File: src/rtl/sd_pkg.sv
// sd_pkg: shared types and constants for the SD controller DAT paths.
//   sd_rx_state_e   - receive deserialiser FSM states
//   sd_rx_status_t  - done/crc_err/timeout flags reported to the command FSM
//   SD_CRC16_*      - CRC16-CCITT polynomial and seed
//   sd_crc16_step   - one serial CRC16 step, MSB-first
package sd_pkg;

   typedef enum logic [2:0] {
      IDLE,
      WAIT_START,
      DATA,
      CRC,
      END_BIT
   } sd_rx_state_e;

   typedef struct packed {
      logic done;
      logic crc_err;
      logic timeout;
   } sd_rx_status_t;

   localparam logic [15:0] SD_CRC16_POLY = 16'h1021;
   localparam logic [15:0] SD_CRC16_INIT = 16'h0000;

   // Feedback is the incoming bit XOR the current MSB; shift, then fold in the polynomial.
   function automatic logic [15:0] sd_crc16_step(input logic [15:0] crc, input logic din);
      logic fb;
      fb = din ^ crc[15];
      return {crc[14:0], 1'b0} ^ (fb ? SD_CRC16_POLY : 16'h0000);
   endfunction

endpackage

File: src/rtl/sd_crc16_serial.sv
// sd_crc16_serial: bit-serial CRC16-CCITT accumulator, shared by the RX and TX DAT paths.
//   clk  in   system clock
//   rst  in   synchronous active-high reset (crc -> seed)
//   clr  in   reload seed (takes priority over en)
//   en   in   advance the CRC by one bit
//   din  in   serial data bit
//   crc  out  current CRC value
module sd_crc16_serial
   import sd_pkg::*;
(
   input  logic        clk,
   input  logic        rst,
   input  logic        clr,
   input  logic        en,
   input  logic        din,
   output logic [15:0] crc
);

   logic [15:0] crc_q, crc_d;

   always_comb begin
      crc_d = crc_q;
      if (clr)     crc_d = SD_CRC16_INIT;
      else if (en) crc_d = sd_crc16_step(crc_q, din);
   end

   always_ff @(posedge clk) begin
      if (rst) crc_q <= SD_CRC16_INIT;
      else     crc_q <= crc_d;
   end

   assign crc = crc_q;

endmodule

File: src/rtl/sd_dat_rx_deser.sv
// sd_dat_rx_deser: SD DAT0 receive deserialiser (1-bit bus mode).
//   Waits for a start bit, shifts in a DATA_BITS block MSB-first, writes it to the
//   regfile as two HALF_BITS halves (lower first), then checks CRC16 and the end bit.
//   clk, rst         clock, synchronous active-high reset
//   start            arm the receiver (only honoured in IDLE)
//   bit_stb          one-cycle bit strobe; sd_dat0 is sampled only when high
//   sd_dat0          synchronised DAT0 line
//   rf_rw            one-cycle regfile write pulse per half
//   rf_sel           regfile half select (0 lower, 1 upper), holds last value
//   rf_data          completed half, held until the next write
//   busy             high whenever not IDLE
//   done             one-cycle end-of-block / timeout pulse
//   crc_err, timeout status flags, only non-zero alongside done
module sd_dat_rx_deser
   import sd_pkg::*;
#(
   parameter int DATA_BITS = 1024,
   parameter int HALF_BITS = 512,
   parameter int TIMEOUT   = 4096
) (
   input  logic                 clk,
   input  logic                 rst,
   input  logic                 start,
   input  logic                 bit_stb,
   input  logic                 sd_dat0,
   output logic                 rf_rw,
   output logic                 rf_sel,
   output logic [HALF_BITS-1:0] rf_data,
   output logic                 busy,
   output logic                 done,
   output logic                 crc_err,
   output logic                 timeout
);

   localparam int CNT_W = $clog2(DATA_BITS);
   localparam int TO_W  = $clog2(TIMEOUT + 1);

   localparam logic [CNT_W-1:0] CNT_HALF = CNT_W'(HALF_BITS - 1);
   localparam logic [CNT_W-1:0] CNT_LAST = CNT_W'(DATA_BITS - 1);
   localparam logic [CNT_W-1:0] CNT_CRC  = CNT_W'(15);
   localparam logic [TO_W-1:0]  TO_LAST  = TO_W'(TIMEOUT - 1);

   sd_rx_state_e         state_q,   state_d;
   logic [CNT_W-1:0]     bit_cnt_q, bit_cnt_d;
   logic [TO_W-1:0]      to_cnt_q,  to_cnt_d;
   logic [HALF_BITS-1:0] shift_q,   shift_d;
   logic [15:0]          rx_crc_q,  rx_crc_d;
   logic                 rf_rw_q,   rf_rw_d;
   logic                 rf_sel_q,  rf_sel_d;
   logic [HALF_BITS-1:0] rf_data_q, rf_data_d;
   sd_rx_status_t        stat_q,    stat_d;

   logic [HALF_BITS-1:0] shift_in;
   logic [15:0]          crc_val;
   logic                 crc_clr;
   logic                 crc_en;

   // Shift register with the strobed bit appended at the LSB.
   assign shift_in = (shift_q << 1) | HALF_BITS'(sd_dat0);

   // CRC is seeded when armed and only sees payload bits.
   assign crc_clr = (state_q == IDLE) && start;
   assign crc_en  = (state_q == DATA) && bit_stb;

   sd_crc16_serial u_crc (
      .clk (clk),
      .rst (rst),
      .clr (crc_clr),
      .en  (crc_en),
      .din (sd_dat0),
      .crc (crc_val)
   );

   always_comb begin
      state_d   = state_q;
      bit_cnt_d = bit_cnt_q;
      to_cnt_d  = to_cnt_q;
      shift_d   = shift_q;
      rx_crc_d  = rx_crc_q;
      rf_rw_d   = 1'b0;
      rf_sel_d  = rf_sel_q;
      rf_data_d = rf_data_q;
      stat_d    = '0;

      unique case (state_q)
         IDLE: begin
            // A strobe coincident with start is deliberately not sampled.
            if (start) begin
               state_d   = WAIT_START;
               to_cnt_d  = '0;
               bit_cnt_d = '0;
            end
         end
         WAIT_START: begin
            if (bit_stb) begin
               if (!sd_dat0) begin
                  state_d   = DATA;
                  bit_cnt_d = '0;
               end else if (to_cnt_q == TO_LAST) begin
                  state_d        = IDLE;
                  stat_d.done    = 1'b1;
                  stat_d.timeout = 1'b1;
               end else begin
                  to_cnt_d = to_cnt_q + 1'b1;
               end
            end
         end
         DATA: begin
            if (bit_stb) begin
               shift_d   = shift_in;
               bit_cnt_d = bit_cnt_q + 1'b1;
               if (bit_cnt_q == CNT_HALF) begin
                  rf_rw_d   = 1'b1;
                  rf_sel_d  = 1'b0;
                  rf_data_d = shift_in;
               end
               if (bit_cnt_q == CNT_LAST) begin
                  rf_rw_d   = 1'b1;
                  rf_sel_d  = 1'b1;
                  rf_data_d = shift_in;
                  bit_cnt_d = '0;
                  state_d   = CRC;
               end
            end
         end
         CRC: begin
            // Bit counter is reused to count the 16 received CRC bits.
            if (bit_stb) begin
               rx_crc_d  = {rx_crc_q[14:0], sd_dat0};
               bit_cnt_d = bit_cnt_q + 1'b1;
               if (bit_cnt_q == CNT_CRC) state_d = END_BIT;
            end
         end
         END_BIT: begin
            if (bit_stb) begin
               state_d        = IDLE;
               stat_d.done    = 1'b1;
               stat_d.crc_err = (rx_crc_q != crc_val) | ~sd_dat0;
            end
         end
         default: state_d = IDLE;
      endcase
   end

   always_ff @(posedge clk) begin
      if (rst) begin
         state_q   <= IDLE;
         bit_cnt_q <= '0;
         to_cnt_q  <= '0;
         shift_q   <= '0;
         rx_crc_q  <= '0;
         rf_rw_q   <= 1'b0;
         rf_sel_q  <= 1'b0;
         rf_data_q <= '0;
         stat_q    <= '0;
      end else begin
         state_q   <= state_d;
         bit_cnt_q <= bit_cnt_d;
         to_cnt_q  <= to_cnt_d;
         shift_q   <= shift_d;
         rx_crc_q  <= rx_crc_d;
         rf_rw_q   <= rf_rw_d;
         rf_sel_q  <= rf_sel_d;
         rf_data_q <= rf_data_d;
         stat_q    <= stat_d;
      end
   end

   assign rf_rw   = rf_rw_q;
   assign rf_sel  = rf_sel_q;
   assign rf_data = rf_data_q;
   assign busy    = (state_q != IDLE);
   assign done    = stat_q.done;
   assign crc_err = stat_q.crc_err;
   assign timeout = stat_q.timeout;

endmodule

File: config.mk
export PLATFORM = sky130hd
export DESIGN_NAME = sd_dat_rx_deser
export DESIGN_NICKNAME = d
export VERILOG_FILES = /design/src/rtl/sd_pkg.sv /design/src/rtl/sd_crc16_serial.sv /design/src/rtl/sd_dat_rx_deser.sv
export SDC_FILE = /design/constraint.sdc
export NUM_CORES = 2
export LEC_CHECK = 0
export CAP_MARGIN = 0
export CORE_AREA = 2 2 258 285
export DETAILED_ROUTE_END_ITERATION = 8
export DIE_AREA = 0 0 260 287
export PLACE_DENSITY = 0.74
export REMOVE_ABC_BUFFERS = 1
export SYNTH_ARGS = -nofsm -noshare
export SYNTH_HDL_FRONTEND = slang
export SYNTH_SLANG_ARGS = --single-unit
File: constraint.sdc
create_clock -name clk -period 5.1 [get_ports clk]
set_clock_uncertainty 0.2 [all_clocks]
set_input_delay 1.02 -clock clk [delete_from_list [all_inputs] [get_ports clk]]
set_output_delay 1.02 -clock clk [all_outputs]
set_load 0.02 [all_outputs]
-- After elaboration in Yosys (flattened, before gate mapping)
Cells that the tools add are included.
- bits in registers: 1086
- logic and storage cells: 94
- add/sub/neg operators: 2
- equality and inequality tests: 20
- mux-type cells: 34
- bitwise operators: 9
- reductions and logical operators: 17
- operator list (kind ; count):
    $mux W512 ; 2
    $or A512 B1 Y512 ; 1
    $mux W13 ; 5
    $mux W10 ; 6
    $pmux W10 S4 ; 1
    $mux W3 ; 9
    $pmux W13 S2 ; 1
    $ne A2 B2 Y1 const B ; 9
    $ne A16 B16 Y1 ; 1
    $xor A16 B16 Y16 ; 1
    $pmux W3 S5 ; 1
    $add A13 B1 Y13 const B ; 1
    $eq A13 B12 Y1 const B ; 1
    $add A10 B1 Y10 const B ; 1
    $eq A10 B10 Y1 const B ; 1
    $eq A10 B4 Y1 const B ; 1
    $eq A10 B9 Y1 const B ; 1
    $reduce_and A8 Y1 ; 1
    $mux W1 ; 7
    $eq A3 B2 Y1 const B ; 2
    $reduce_and A6 Y1 ; 1
    $reduce_or A3 Y1 ; 2
    $not A1 Y1 ; 5
    $reduce_and A5 Y1 ; 1
    other kinds (16) ; 20

-- Logic depth before layout (Yosys ltp)
- depth in word-level cells: 5
- gate-level depth with buffers: 9
- gate-level depth less buffers: 6

-- Cells and area by module
Synthesis repeated with hierarchy kept, for this count alone.
- cell total of the unflattened synthesis: 4796
- area, all modules: 38099.0 um^2
- modules (own cells, without submodules) (module ; times used ; cells each ; area an instance (um^2)):
    sd_dat_rx_deser ; 1 ; 4736 ; 37465.9
    sd_crc16_serial ; 1 ; 60 ; 633.1

-- Worst setup path before layout
No wires, ideal clock.
- kind: input -> register
- start point: input port bit_stb
- end point: register state_q[1]
- setup time: 0.070 ns
- arrival: 2.399 ns
- required time: 4.830 ns
- slack: 2.431 ns
- stages: 6
- buffers on the path: 1
- cell sequence: buf_2 or4b_1 nor3_1 o211ai_1 or3_1 a21oi_1
- cells in the longest elaborated chain, start to end: 2
- elaborated cells on any way between the ends: 5
- classes of those cells: eq/ne (4); reduce/logical (1)
- ends and longest elaborated chain (what ; RTL line ; text):
    start: declaration ; sd_dat_rx_deser.sv:24 ; input logic bit_stb,
    $ne A2 B2 Y1 (no source line) ; -- ;
    $reduce_and A8 Y1 (no source line) * ; -- ;
    end signal: assignment ; sd_dat_rx_deser.sv:157 ; state_q <= state_d;
    end: declaration ; sd_dat_rx_deser.sv:43 ; sd_rx_state_e state_q, state_d;
Every way passes the cells marked *; elsewhere a longest branch is shown, timed or not.
A chain may end at the register's enable or synchronous reset.

-- Worst setup path in the final report
- start point: register state_q[2]
- end point: register rf_data_q[401], in the netlist rf_data[401]
- cells in the longest elaborated chain, start to end: 2
- ends and longest elaborated chain (what ; RTL line ; text):
    $eq A3 B2 Y1 ; sd_dat_rx_deser.sv:85 ; unique case (state_q)
    $reduce_and A3 Y1 (no source line) ; -- ;
    end signal: assignment ; sd_dat_rx_deser.sv:164 ; rf_data_q <= rf_data_d;
    end: declaration ; sd_dat_rx_deser.sv:50 ; logic [HALF_BITS-1:0] rf_data_q, rf_data_d;
No other way between the ends.

==> results_dict.tcl <==
set metrics [dict create \
    status "finished, final reports clean" \
    cts_tree "done" \
    synthAdderAreaFrac_pct 0.0703 \
    tightest_slew_ps 1280 \
    combPwrFrac_pct 3.6 \
    rr_worst_depth 6 \
    drtIter0Drc 2250 \
    grt_use_met1_pct 30.1 \
    start_util_pct 49.8 \
    max_stage_delay_ps 770 \
    gr-max-usage-layer "met2" \
    synth-edff-count 0 \
    cp-start-kind "register" \
    vias 27700 \
    gp_congestion 0.830 \
    finalWirelength_um 89900 \
    slew_headroom_pct 14.4 \
    hold_viol 0 \
    crit_path_cell_trace "nand2b_1, nand3b_4, nor4b_4, nor2_4, buf_12, a22o_1" \
    synth_top_family_by_area "compound AO/OA/AOI/OAI gates" \
    die_area_um2 74600 \
    power_switching_mw 3.81 \
    fin_crit_sh_pct 72.4 \
    synth_common_cells "nand2_1 (1102), dfxtp_1 (1086), a21oi_1 (561), a22o_1 (512), clkbuf_1 (200)" \
    wl_per_cell_um 17.6 \
    synthMuxAreaShare_pct 0.112 \
    ant_nets 0 \
    holdBufCountCts 0 \
    synthesis.area_um2 35600 \
    stdcell_area_um2 45000 \
    die_w_um 260 \
    cts.sinks 1086 \
    hpwl_um 54800 \
    end_kind "register" \
    synthDistinctLibCells 52 \
    min_path_type "register to register" \
    syn_inst 3725 \
    netlist_top_cells_area "dfxtp_1 (61%), a22o_1 (13%), nand2_1 (12%)" \
    utilization_pct 63.0 \
    worstPathRequired_ps 5480 \
    p_seq_share_pct 48.8 \
    slowest_stage "nor2_4" \
    row_count 103 \
    grt_max_degree 214 \
    p_sw_share_pct 21.8 \
    yosys.area_share.simple_pct 13.1 \
    arrival_ps 4070 \
    cts_made_buffers 104 \
    final_cells 5115 \
    vdd_drop_max_uv 289 \
    ys_ff_latch 1086 \
    finalSetupViolCount 0 \
    die_h_um 287 \
    intPower_mw 13.7 \
    whs_path_depth 2 \
    path_max_fanout 210 \
    post-place-ws_ps 954 \
    grt_use_total_pct 23.1 \
    clkSlewWorstSetupHoldPaths_ps 60 \
    drc 0 \
    fill_cells 5877 \
    gr-usage-met2_pct 37.8 \
    portBuffers 522 \
    grt_overflow 0 \
    synthXorXnorAreaFrac_pct 0.590 \
    ys_warn_count 0 \
    synth_compound_area_share_pct 21.3 \
    grt_pass1_vias 25784 \
    powerDensity_nw_per_um2 388 \
    placed_cells 4923 \
    max_cap_viol_count 0 \
    drtPass1Iterations 5 \
    post_cts_buffers 0 \
    yosysMostFrequentCell "nand2_1" \
    coreArea_um2 71500 \
    fin_tns_setup_ps 0 \
    area_growth_pct 26.4 \
    cts.repair.resized 0 \
    ioPinCount 523 \
    clkPwrFrac_pct 47.7 \
    synthArstFlopShare_pct 0 \
    synth_area_leader_cell "dfxtp_1" \
    clockBufferDepth 3 \
    nets 4091 \
    finalCriticalPeriod_ps 3690 \
    grt_util_met3_pct 3.96 \
    holdWs_ps 235 \
    fin_total_pwr_mw 17.5 \
    synth_top_area_share_pct 61.0 \
    fmax_ghz 0.271 \
    cts_root_buffer "clkbuf_16" \
    drive_gt1_share_pct 5.28 \
    place_area_um2 41200 \
    syn_avg_cell_area_um2 9.56 \
    leakage_nw 15.6 \
    h-tree-depth 3 \
    layout_setup_ws_ps 1410 \
    slew_viol_final 0 \
    antenna_found_initial 0 \
    rsz0062_at_grt "false" \
    clk_latency_ps 650 \
    ys_seq_area_share_pct 61.0 \
    grt_pass1_wl_um 142000 \
    path_class "register to register" \
    ys.flop_type "dfxtp_1" \
    antenna_cells 0 \
    vias_per_cell 5.42 \
]
## logic make-up (layout without fill, tap and decap cells)
group	count (synthesis)	in the layout
DFF	1086	1086
buffers and inverters	309	754
muxes	4	4
and+or+nand+nor	1189	1189
AOI/OAI and AO/OA	1111	1111
adders and majority gates	2	2
xor gates and xnor gates	24	24
## worst max-delay path, delay by kind of cell (launching register included)
kind,cells,cell delay [ps]
AND/OR/NAND/NOR,4,1490
flip-flops,1,600
buffers and inverters,1,560
AO/OA/AOI/OAI,1,280
## per-layer routing
metal | vias to the layer above | wire [um]
met4 | 0 | 3750
met5 | - | 0
li1 | 13547 | -
met1 | 13262 | 38500
met3 | 167 | 4680
met2 | 724 | 43000
## state kept, by name, summed over array words and instances, names as in the netlist
| register | cells |
|---|---|
| to_cnt_q | 13 |
| u_crc.crc | 16 |
| bit_cnt_q | 10 |
| state_q | 3 |
| rf_sel | 1 |
| crc_err | 1 |
| timeout | 1 |
| rx_crc_q | 16 |
| rf_rw | 1 |
| rf_data | 512 |
| done | 1 |
| shift_q | 511 |
## worst paths after layout
path,slack [ps],start,to
min,240,shift_q[234]$_SDFFE_PP0P_,shift_q[235]$_SDFFE_PP0P_
max reg2reg,1410,state_q[2]$_SDFFE_PP0P_,rf_data[401]$_SDFFE_PP0P_
max,1410,state_q[2]$_SDFFE_PP0P_,rf_data[401]$_SDFFE_PP0P_
min reg2reg,240,shift_q[234]$_SDFFE_PP0P_,shift_q[235]$_SDFFE_PP0P_
## cell usage in the layout, fill, tap and decap left out, drive strengths merged, types with 6 or more instances in the layout
master	instances
buf	33
clkinvlp	7
clkdlybuf4s50	521
o21ai	9
nor2	17
bufinv	17
nand2b	6
nand3	10
inv	11
nor3	13
clkinv	18
nand2	1102
a22o	512
xor2	7
xnor2	17
a21oi	561
nand4	6
clkbuf	147
dfxtp	1086
## layout make-up
cell class	count	area (um^2)	area share (%)
inverters	8	30.0	0.0667
multi-input cells	2330	12500	27.8
clock inverters	45	782	1.74
clock buffers	147	3050	6.77
well taps	945	1180	2.63
repair buffers	554	5720	12.7
flip-flops and latches	1086	21700	48.3
## power by group through the flow
stage | Combinational (mW) | Sequential [mW] | Clock, mW
after floorplan | 0.338 | 8.70 | 0
after global placement | 0.620 | 8.71 | 0
after detailed placement | 0.620 | 8.71 | 0
after CTS | 0.621 | 8.52 | 8.48
after global routing | 0.684 | 8.52 | 8.85
final | 0.622 | 8.52 | 8.33
(Power assumes the default switching activity.)
